`src/rtl/gpa_fhdo_seq_ctrl.sv`:
```
// Timed sample sequencer: fetches 4-channel words from a sync-read RAM
// and dispatches one per interval tick to gpa_fhdo_iface.
module gpa_fhdo_seq_ctrl #(
  parameter int ADDR_W = 10,
  parameter int DATA_W = 24,
  parameter int TMR_W  = 16
) (
  input  logic                clk,
  input  logic                rst,
  input  logic                start_i,
  input  logic                stop_i,
  input  logic [TMR_W-1:0]    interval_i,
  input  logic [ADDR_W-1:0]   end_addr_i,
  output logic [ADDR_W-1:0]   mem_addr_o,
  input  logic [4*DATA_W-1:0] mem_data_i,
  output logic [DATA_W-1:0]   datax_o,
  output logic [DATA_W-1:0]   datay_o,
  output logic [DATA_W-1:0]   dataz_o,
  output logic [DATA_W-1:0]   dataz2_o,
  output logic                valid_o,
  input  logic                busy_i,
  output logic                running_o,
  output logic                done_o,
  output logic                underrun_o,
  output logic [ADDR_W:0]     sample_cnt_o
);

  typedef enum logic [1:0] {
    S_IDLE,
    S_FETCH,
    S_CAPT,
    S_WAIT
  } state_e;

  state_e              state_q;
  logic [ADDR_W-1:0]   addr_q;
  logic [ADDR_W-1:0]   end_q;
  logic [TMR_W-1:0]    interval_q;
  logic [TMR_W-1:0]    timer_q;
  logic                pending_q;
  logic                ready_q;
  logic [ADDR_W:0]     cnt_q;
  logic                underrun_q;
  logic                running_q;
  logic                valid_q;
  logic                done_q;
  logic [4*DATA_W-1:0] hold_q;
  logic [4*DATA_W-1:0] out_q;

  logic                tick;
  logic                disp;
  logic                pending_d;
  logic [TMR_W-1:0]    ivl_clamp;

  assign tick = (state_q != S_IDLE) && (timer_q == '0);
  assign disp = (state_q == S_WAIT) && pending_q
             && ready_q && !busy_i;
  // A tick landing on an already-pending slot is dropped, not queued
  assign pending_d = (pending_q & ~disp)
                   | (tick & ~pending_q);
  assign ivl_clamp = (interval_i < TMR_W'(2))
                   ? TMR_W'(2) : interval_i;

  always_ff @(posedge clk) begin
    if (rst) begin
      state_q    <= S_IDLE;
      addr_q     <= '0;
      end_q      <= '0;
      interval_q <= '0;
      timer_q    <= '0;
      pending_q  <= 1'b0;
      ready_q    <= 1'b0;
      cnt_q      <= '0;
      underrun_q <= 1'b0;
      running_q  <= 1'b0;
      valid_q    <= 1'b0;
      done_q     <= 1'b0;
      hold_q     <= '0;
      out_q      <= '0;
    end else begin
      valid_q <= 1'b0;
      done_q  <= 1'b0;
      if (stop_i) begin
        state_q   <= S_IDLE;
        running_q <= 1'b0;
        pending_q <= 1'b0;
        ready_q   <= 1'b0;
      end else if (state_q == S_IDLE) begin
        if (start_i) begin
          interval_q <= ivl_clamp;
          end_q      <= end_addr_i;
          addr_q     <= '0;
          timer_q    <= ivl_clamp;
          cnt_q      <= '0;
          underrun_q <= 1'b0;
          running_q  <= 1'b1;
          pending_q  <= 1'b0;
          ready_q    <= 1'b0;
          state_q    <= S_FETCH;
        end
      end else begin
        timer_q   <= tick ? interval_q
                          : timer_q - 1'b1;
        pending_q <= pending_d;
        if (tick && (pending_q || busy_i))
          underrun_q <= 1'b1;
        unique case (state_q)
          S_FETCH: state_q <= S_CAPT;
          S_CAPT: begin
            hold_q  <= mem_data_i;
            ready_q <= 1'b1;
            state_q <= S_WAIT;
          end
          S_WAIT: begin
            if (disp) begin
              valid_q <= 1'b1;
              out_q   <= hold_q;
              ready_q <= 1'b0;
              cnt_q   <= cnt_q + 1'b1;
              if (addr_q == end_q) begin
                done_q    <= 1'b1;
                running_q <= 1'b0;
                state_q   <= S_IDLE;
              end else begin
                addr_q  <= addr_q + 1'b1;
                state_q <= S_FETCH;
              end
            end
          end
          default: state_q <= S_IDLE;
        endcase
      end
    end
  end

  assign mem_addr_o   = addr_q;
  assign datax_o      = out_q[0*DATA_W +: DATA_W];
  assign datay_o      = out_q[1*DATA_W +: DATA_W];
  assign dataz_o      = out_q[2*DATA_W +: DATA_W];
  assign dataz2_o     = out_q[3*DATA_W +: DATA_W];
  assign valid_o      = valid_q;
  assign running_o    = running_q;
  assign done_o       = done_q;
  assign underrun_o   = underrun_q;
  assign sample_cnt_o = cnt_q;

endmodule

```
`config.mk`:
```
export PLATFORM = sky130hd
export DESIGN_NAME = gpa_fhdo_seq_ctrl
export DESIGN_NICKNAME = d
export VERILOG_FILES = /design/src/rtl/gpa_fhdo_seq_ctrl.sv
export SDC_FILE = /design/constraint.sdc
export NUM_CORES = 1
export LEC_CHECK = 0
export BUFFER_PORTS_ARGS = -buffer_cell sky130_fd_sc_hd__buf_4
export CAP_MARGIN = 10
export CORE_ASPECT_RATIO = 1.4
export CORE_MARGIN = 8
export CORE_UTILIZATION = 50
export DETAILED_ROUTE_END_ITERATION = 10
export PLACE_DENSITY = 0.75
export SETUP_SLACK_MARGIN = 0.3
export SLEW_MARGIN = 0
export SYNTH_ARGS = -nofsm -noshare
export SYNTH_HDL_FRONTEND = slang
export SYNTH_SLANG_ARGS = --single-unit
```
`constraint.sdc`:
```
create_clock -name clk -period 3.84 [get_ports clk]
set_clock_uncertainty 0.15 [all_clocks]
set_input_delay 0.384 -clock clk [delete_from_list [all_inputs] [get_ports clk]]
set_output_delay 0.384 -clock clk [all_outputs]
set_load 0.1 [all_outputs]
```
==> impl_metrics.yaml, run 1 <==
status:
  status: "complete, no violations"
timing:
  min_period_ns: 2.81
  relSlewSlack: 0.221
  rsz0062_at_grt: "false"
  hold_viol_final: 0
  finalMaxSlewViolations: 0
  setup_tns_ns: 0
  setup_viol_count_final: 0
  clock.fmax_mhz: 356
  period_share: 0.731
  worst_pin_slew_ns: 1.17
  holdWs_ns: 0.0396
route:
  first_iter_violations: 631
  drt_first_pass_iters: 5
  ant_nets: 0
  post-route-drc-count: 0
  avgRoutedWirePerCell_um: 16.5
  viasPerCell: 5.32
  num_vias: 10035
  drt_wl_total_um: 31100
synthesis:
  synth.distinct_cells: 51
  synth_area_leader_cell: "dfxtp_1"
  syn_avg_cell_area_um2: 7.84
  ys.flop_type: "dfxtp_1"
  yosys_warnings: 0
  ys_seq_area_frac: 0.517
  synth_edf_count: 0
  yosys.area.top_type_share: 0.517
  syn_area_um2: 10200
  synthArstFlopShare: 0
  synthCells: 1299
  yosys-top-cells-area: "dfxtp_1 (52%), nand2_1 (17%), a21oi_1 (12%), clkbuf_1 (3.0%), nor2_1 (1.5%)"
  ys_seq_elements: 263
  syn_nets: 1433
layout:
  post-route-util: 0.698
  syn2layout_area_growth_pct: 38.9
  final_cells: 1886
  drive_gt1_frac: 0.192
  fillCellCount: 1529
  layout.nets: 1742
clock_tree:
  clock_latency_ns: 0.52
  cts-root-buf: "clkbuf_16"
  htreeDepth: 1
  cts_sinks: 263
  numCtsBuffers: 26
  cts-resized-gates: 0
  path_clk_slew_ns: 0.06
  cts_buffer_depth: 3
  cts_tree: "built"
floorplanning:
  start_util: 0.503
  die_area_um2: 25300
  fp.dieH_um: 185
  core_um2: 20200
  ios: 248
  rows: 62
  die_w_um: 137
power_and_ir_drop:
  total_power_mw: 5.82
  vdd_drop_max_mv: 0.371
  p_switching_mw: 1.32
  clkPwrFrac: 0.427
  internal_power_mw: 4.49
  power_density_nw_per_um2: 411
  comb_power_share: 0.092
  p_leak_nw: 5.43
  sw_frac_of_total: 0.227
  seqPwrFrac: 0.480
setup_path:
  path_max_fanout: 23
  crit_buf_inv: 1
  cp_data_required_time_ns: 4.12
  crit_arrival_ns: 3.09
  r2r_start: "timer_q[0]$_SDFFE_PP0P_"
  cp_top_family: "simple AND/OR/NAND/NOR gates"
  crit_path_start_kind: "register"
  setup.worst_path.start: "timer_q[0]$_SDFFE_PP0P_"
  path_cells: "inv_1 -> ha_1 -> or4b_2 -> or4_1 -> a211o_1 -> a211oi_1"
  end_kind: "register"
  crit_path_top_delay_cell: "or4_1"
  crit_path_max_incr_delay_ns: 0.79
  critPathKind: "reg2reg"
global_routing:
  grt_max_degree: 107
  grt_pass1_vias: 9899
  grt_overflow: 0
  grtUsageTotal: 0.237
  grt_pass1_wl_um: 49100
  antenna_found_initial: 3
run:
  cap_violations: 0
hold_path:
  hold_path.class: "in2reg"
  worstHoldStart: "interval_i[13]"
placement:
  dp_cells: 1716
  gp_congestion: 0.869
  port_buffers: 247
  hpwlAfterDp_um: 18700
==> sequential cells by signal, summed over array words and instances, names as in the netlist <==
| register | count |
|---|---|
| hold_q | 96 |
| out_q | 96 |
| interval_q | 16 |
| timer_q | 16 |
| sample_cnt_o | 11 |
| end_q | 10 |
| mem_addr_o | 10 |
| state_q | 2 |
| done_o | 1 |
| pending_q | 1 |
| ready_q | 1 |
| running_o | 1 |
| underrun_o | 1 |
| valid_o | 1 |
==> worst paths after layout <==
check	end	slack, ns	cells past startpoint
min reg2reg	out_q[89]$_SDFFE_PP0P_	0.30	2
max	timer_q[8]$_SDFFE_PP0P_	1.03	6
max reg2reg	timer_q[8]$_SDFFE_PP0P_	1.03	6
min	interval_q[13]$_SDFFE_PP0P_	0.04	3
==> cell families after synthesis <==
kind of cell,count (synthesis),synth area share
AND/OR/NAND/NOR,585,0.238
AO/OA/AOI/OAI,310,0.168
flip-flops,263,0.517
buffers and inverters,102,0.0398
XOR/XNOR,28,0.0241
adder cells (fa/ha/maj),7,0.00860
multiplexers,4,0.00393
==> worst reg2reg max path, cell delays in order (launching register included) <==
cell	delay, ns
dfxtp_1	0.35
inv_1	0.11
ha_1	0.17
or4b_2	0.57
or4_1	0.79
a211o_1	0.38
a211oi_1	0.20
==> power groups by stage <==
| stage | clock network, mW | logic [mW] | registers (mW) |
|---|---|---|---|
| 2_1_floorplan | 0 | 0.260 | 2.85 |
| 3_3_place_gp | 0 | 0.421 | 2.85 |
| 3_5_place_dp | 0 | 0.424 | 2.85 |
| 4_1_cts | 2.53 | 0.528 | 2.79 |
| 5_1_grt | 2.65 | 0.582 | 2.80 |
| 6_report | 2.49 | 0.537 | 2.79 |
==> cell type report <==
class                      count  area [um2]  share of cell area
inverter                       8        30.0             0.00212
clock buffer                  41         788              0.0557
multi-input combinational    934        4530               0.321
tap                          256         320              0.0226
clock inverter                 5        50.0             0.00354
antenna                        4        10.0            0.000708
timing repair buffer         375        3140               0.222
sequential                   263        5270               0.372
==> cell usage after synthesis (2+ instances only) <==
master	n
or2_2	3
a211oi_2	2
and2_1	3
o41ai_1	2
buf_6	3
nand2b_1	5
nand2_1	457
nand3_1	13
nor2_1	42
nor3_1	15
or4_1	8
nand4_1	9
buf_1	10
xor2_1	15
inv_1	8
o211ai_1	7
a41o_1	2
nor4_1	13
xnor2_1	13
a22oi_1	2
or3_1	2
and4_1	4
a21o_1	6
a211oi_1	9
mux2i_1	4
ha_1	7
and3_1	2
clkbuf_1	81
o31ai_1	8
or4_4	3
a31oi_1	7
dfxtp_1	263
o21ai_0	15
a21oi_1	239
==> layout by cell type, fill, tap and decap left out, types with 8 or more instances in the layout <==
cell and instances:
xnor2_1 13, xor2_1 15, nor2_1 41, buf_4 252
nor4_1 13, o31ai_1 8, nand3_1 13, or4_1 8
a21oi_1 239, clkbuf_1 8, dfxtp_1 263, inv_1 8
a211oi_1 9, o21ai_0 15, nand4_1 9, clkbuf_16 27
nor3_1 14, dlygate4sd3_1 120, nand2_1 456
==> per-stage QoR <==
step           instance area [um2]  worst slack, ns
4_1_cts                      14100             1.07
2_1_floorplan                10200             1.22
5_1_grt                      14100            0.719
3_3_place_gp                 12100             1.12
6_report                     14100             1.03
3_5_place_dp                 12100             1.07
==> routing by layer <==
layer / global-route usage / share of wire / vias up
li1: - / - / 4961
met1: 0.259 / 0.37 / 4630
met2: 0.409 / 0.50 / 361
met3: 0.0722 / 0.089 / 83
met4: 0.113 / 0.039 / 0
met5: 0 / 0 / -
==> repair_timing <==
item	4_1_cts	5_1_grt
hold endpoints to repair	121	0
setup buffers	0	0
hold buffers	120	0
No activity file was read; power rests on OpenSTA's default activity.
==> run 2, diff against run 1 <==
Clock period 3.84 ns to 2.7 ns, I/O delays scaled along.
==> run 2 against run 1 <==
Against the previous run: via count increased by 2.1%; largest cell class unchanged; final area is 4.1% higher; register-to-register slack got worse by 0.73 ns; clock-buffer cell count fell by 5; routed wire length up 2.1%; critical path type unchanged; worst hold slack about the same; utilization rose by 2.9 points.
==> impl_metrics.yaml, run 2 (synthesis gave the netlist of run 1 again) <==
global_routing:
  grtUsageMet3: 0.0657
  grtUsageTotal: 0.245
  grt_pass1_vias: 10287
  grt_use_met1: 0.266
  antenna_found_initial: 2
  grt_max_degree: 100
  grt_overflow: 0
  grt_pass1_wl_um: 50700
  use_met2: 0.438
  top_usage_layer: "met2"
timing:
  hold_viol_final: 0
  min_period_ns: 2.40
  setup_tns_ns: 0
  rsz0062_at_grt: "true"
  finalMaxSlewViolations: 0
  setup_viol_count_final: 0
  worst_pin_slew_ns: 0.703
  relSlewSlack: 0.527
  period_share: 0.889
  clock.fmax_mhz: 417
clock_tree:
  cts_sinks: 263
  cts_tree: "built"
  numCtsBuffers: 26
  htreeDepth: 1
  path_clk_slew_ns: 0.07
  cts-root-buf: "clkbuf_16"
  cts_buffer_depth: 3
  clock_latency_ns: 0.52
setup_path:
  crit_path_top_delay_cell: "or4_4"
  r2r_start: "timer_q[11]$_SDFFE_PP0P_"
  r2r_cells: 5
  end_kind: "register"
  cp_data_required_time_ns: 2.94
  path_cells: "or4_4 -> or3_4 -> or4_4 -> o211ai_1 -> a31oi_1"
  crit_path_max_incr_delay_ns: 0.55
  path_max_fanout: 8
  cpMostUsedCell: "or4_4"
  crit_arrival_ns: 2.64
  crit_path_start_kind: "register"
  critPathKind: "reg2reg"
  r2r_slack_ns: 0.30
  reg2reg_to: "timer_q[13]$_SDFFE_PP0P_"
power_and_ir_drop:
  seqPwrFrac: 0.439
  p_switching_mw: 1.97
  vdd_drop_max_mv: 0.517
  p_leak_nw: 5.70
  sw_frac_of_total: 0.217
  internal_power_mw: 7.08
  power_density_nw_per_um2: 615
  clkPwrFrac: 0.468
  comb_power_share: 0.093
  total_power_mw: 9.05
hold_path:
  worstHoldPathCells: 3
  holdPathEnd: "interval_q[1]$_SDFFE_PP0P_"
  hold_path.class: "in2reg"
  worstHoldStart: "interval_i[1]"
layout:
  mostFrequentLayoutCells: "nand2_1 (455), buf_4 (268), dfxtp_1 (246)"
  syn2layout_area_growth_pct: 44.6
  drive_gt1_frac: 0.223
  fillCellCount: 1451
  post-route-util: 0.727
  seqCellArea_um2: 5290
  multi_input_area_um2: 4580
  fin_area_um2: 14700
  final_common_cell: "nand2_1"
  layout.nets: 1771
  final_cells: 1913
  top_regs: "hold_q (96), out_q (96)"
route:
  viasPerCell: 5.36
  drt_wl_total_um: 31800
  first_iter_violations: 655
  drt_first_pass_iters: 5
  num_vias: 10247
  ant_nets: 0
  post-route-drc-count: 0
  avgRoutedWirePerCell_um: 16.6
placement:
  port_buffers: 247
  place_area_um2: 12300
  hpwlAfterDp_um: 19400
  gp_congestion: 0.901
  dp_cells: 1734
floorplanning:
  die_area_um2: 25300
  rows: 62
  core_um2: 20200
  start_util: 0.503
  fp.dieH_um: 185
  ios: 248
  die_w_um: 137
run:
  cap_violations: 0
status:
  status: "complete, no violations"
## run 2: cell types whose count changed in the layout (fill, tap and decap cells not counted), sizes merged, moves of 2 or more
cell,change
buf,+24
bufinv,+7
clkbuf,-4
clkinv,-4
diode,-2
dlygate4sd3,+4
## run 2: final cells by class
cell class              instances  share of cell area
multi-input cells             934               0.311
inverters                       8             0.00221
repair buffers                404               0.236
well taps                     256              0.0218
diodes                          2            0.000340
flip-flops and latches        263               0.359
clock buffers                  36              0.0516
clock inverters                10              0.0176
## run 2: per-layer routing
metal,part of all wire,wire (um)
met5,0,0
met4,0.042,1320
met3,0.080,2550
met2,0.50,16000
met1,0.37,11900
## run 2: worst max-delay path by stage
stage                                         from                        to  cells after the start
after floorplan            timer_q[0]$_SDFFE_PP0P_   timer_q[8]$_SDFFE_PP0P_                      8
after global placement     timer_q[1]$_SDFFE_PP0P_   timer_q[1]$_SDFFE_PP0P_                      8
after detailed placement   timer_q[1]$_SDFFE_PP0P_   timer_q[1]$_SDFFE_PP0P_                      8
after CTS                  timer_q[8]$_SDFFE_PP0P_   timer_q[4]$_SDFFE_PP0P_                      5
after global routing      timer_q[11]$_SDFFE_PP0P_   timer_q[4]$_SDFFE_PP0P_                      5
final                     timer_q[11]$_SDFFE_PP0P_  timer_q[13]$_SDFFE_PP0P_                      5
## run 2: worst max-delay path, delay by kind of cell, from the launching register on
kind | cells | cell delay (ns)
AO/OA/AOI/OAI | 2 | 0.31
AND/OR/NAND/NOR | 3 | 1.46
flip-flops | 1 | 0.34
## run 2: repair_timing
item | CTS | global route
hold endpoints to repair | 153 | 0
setup buffers | 5 | 2
resized for setup | 12 | 13
hold buffers | 124 | 0
pin swaps | 4 | 8
setup endpoints to repair | 17 | 43
## run 2: through the flow
stage | hold WS (ns) | setup WS (ns)
CTS | 0.00347 | 0.303
global placement | 0.285 | 0.283
floorplan | 0.256 | 0.256
detailed placement | 0.293 | 0.228
finish | 0.0393 | 0.301
global route | 0.0706 | 0.253
## run 2: power groups by stage
stage / Combinational, mW / Sequential (mW) / Clock (mW)
6_report: 0.839 / 3.97 / 4.24
4_1_cts: 0.809 / 3.97 / 4.30
5_1_grt: 0.904 / 3.98 / 4.46
3_5_place_dp: 0.630 / 4.06 / 0
2_1_floorplan: 0.373 / 4.06 / 0
3_3_place_gp: 0.623 / 4.06 / 0
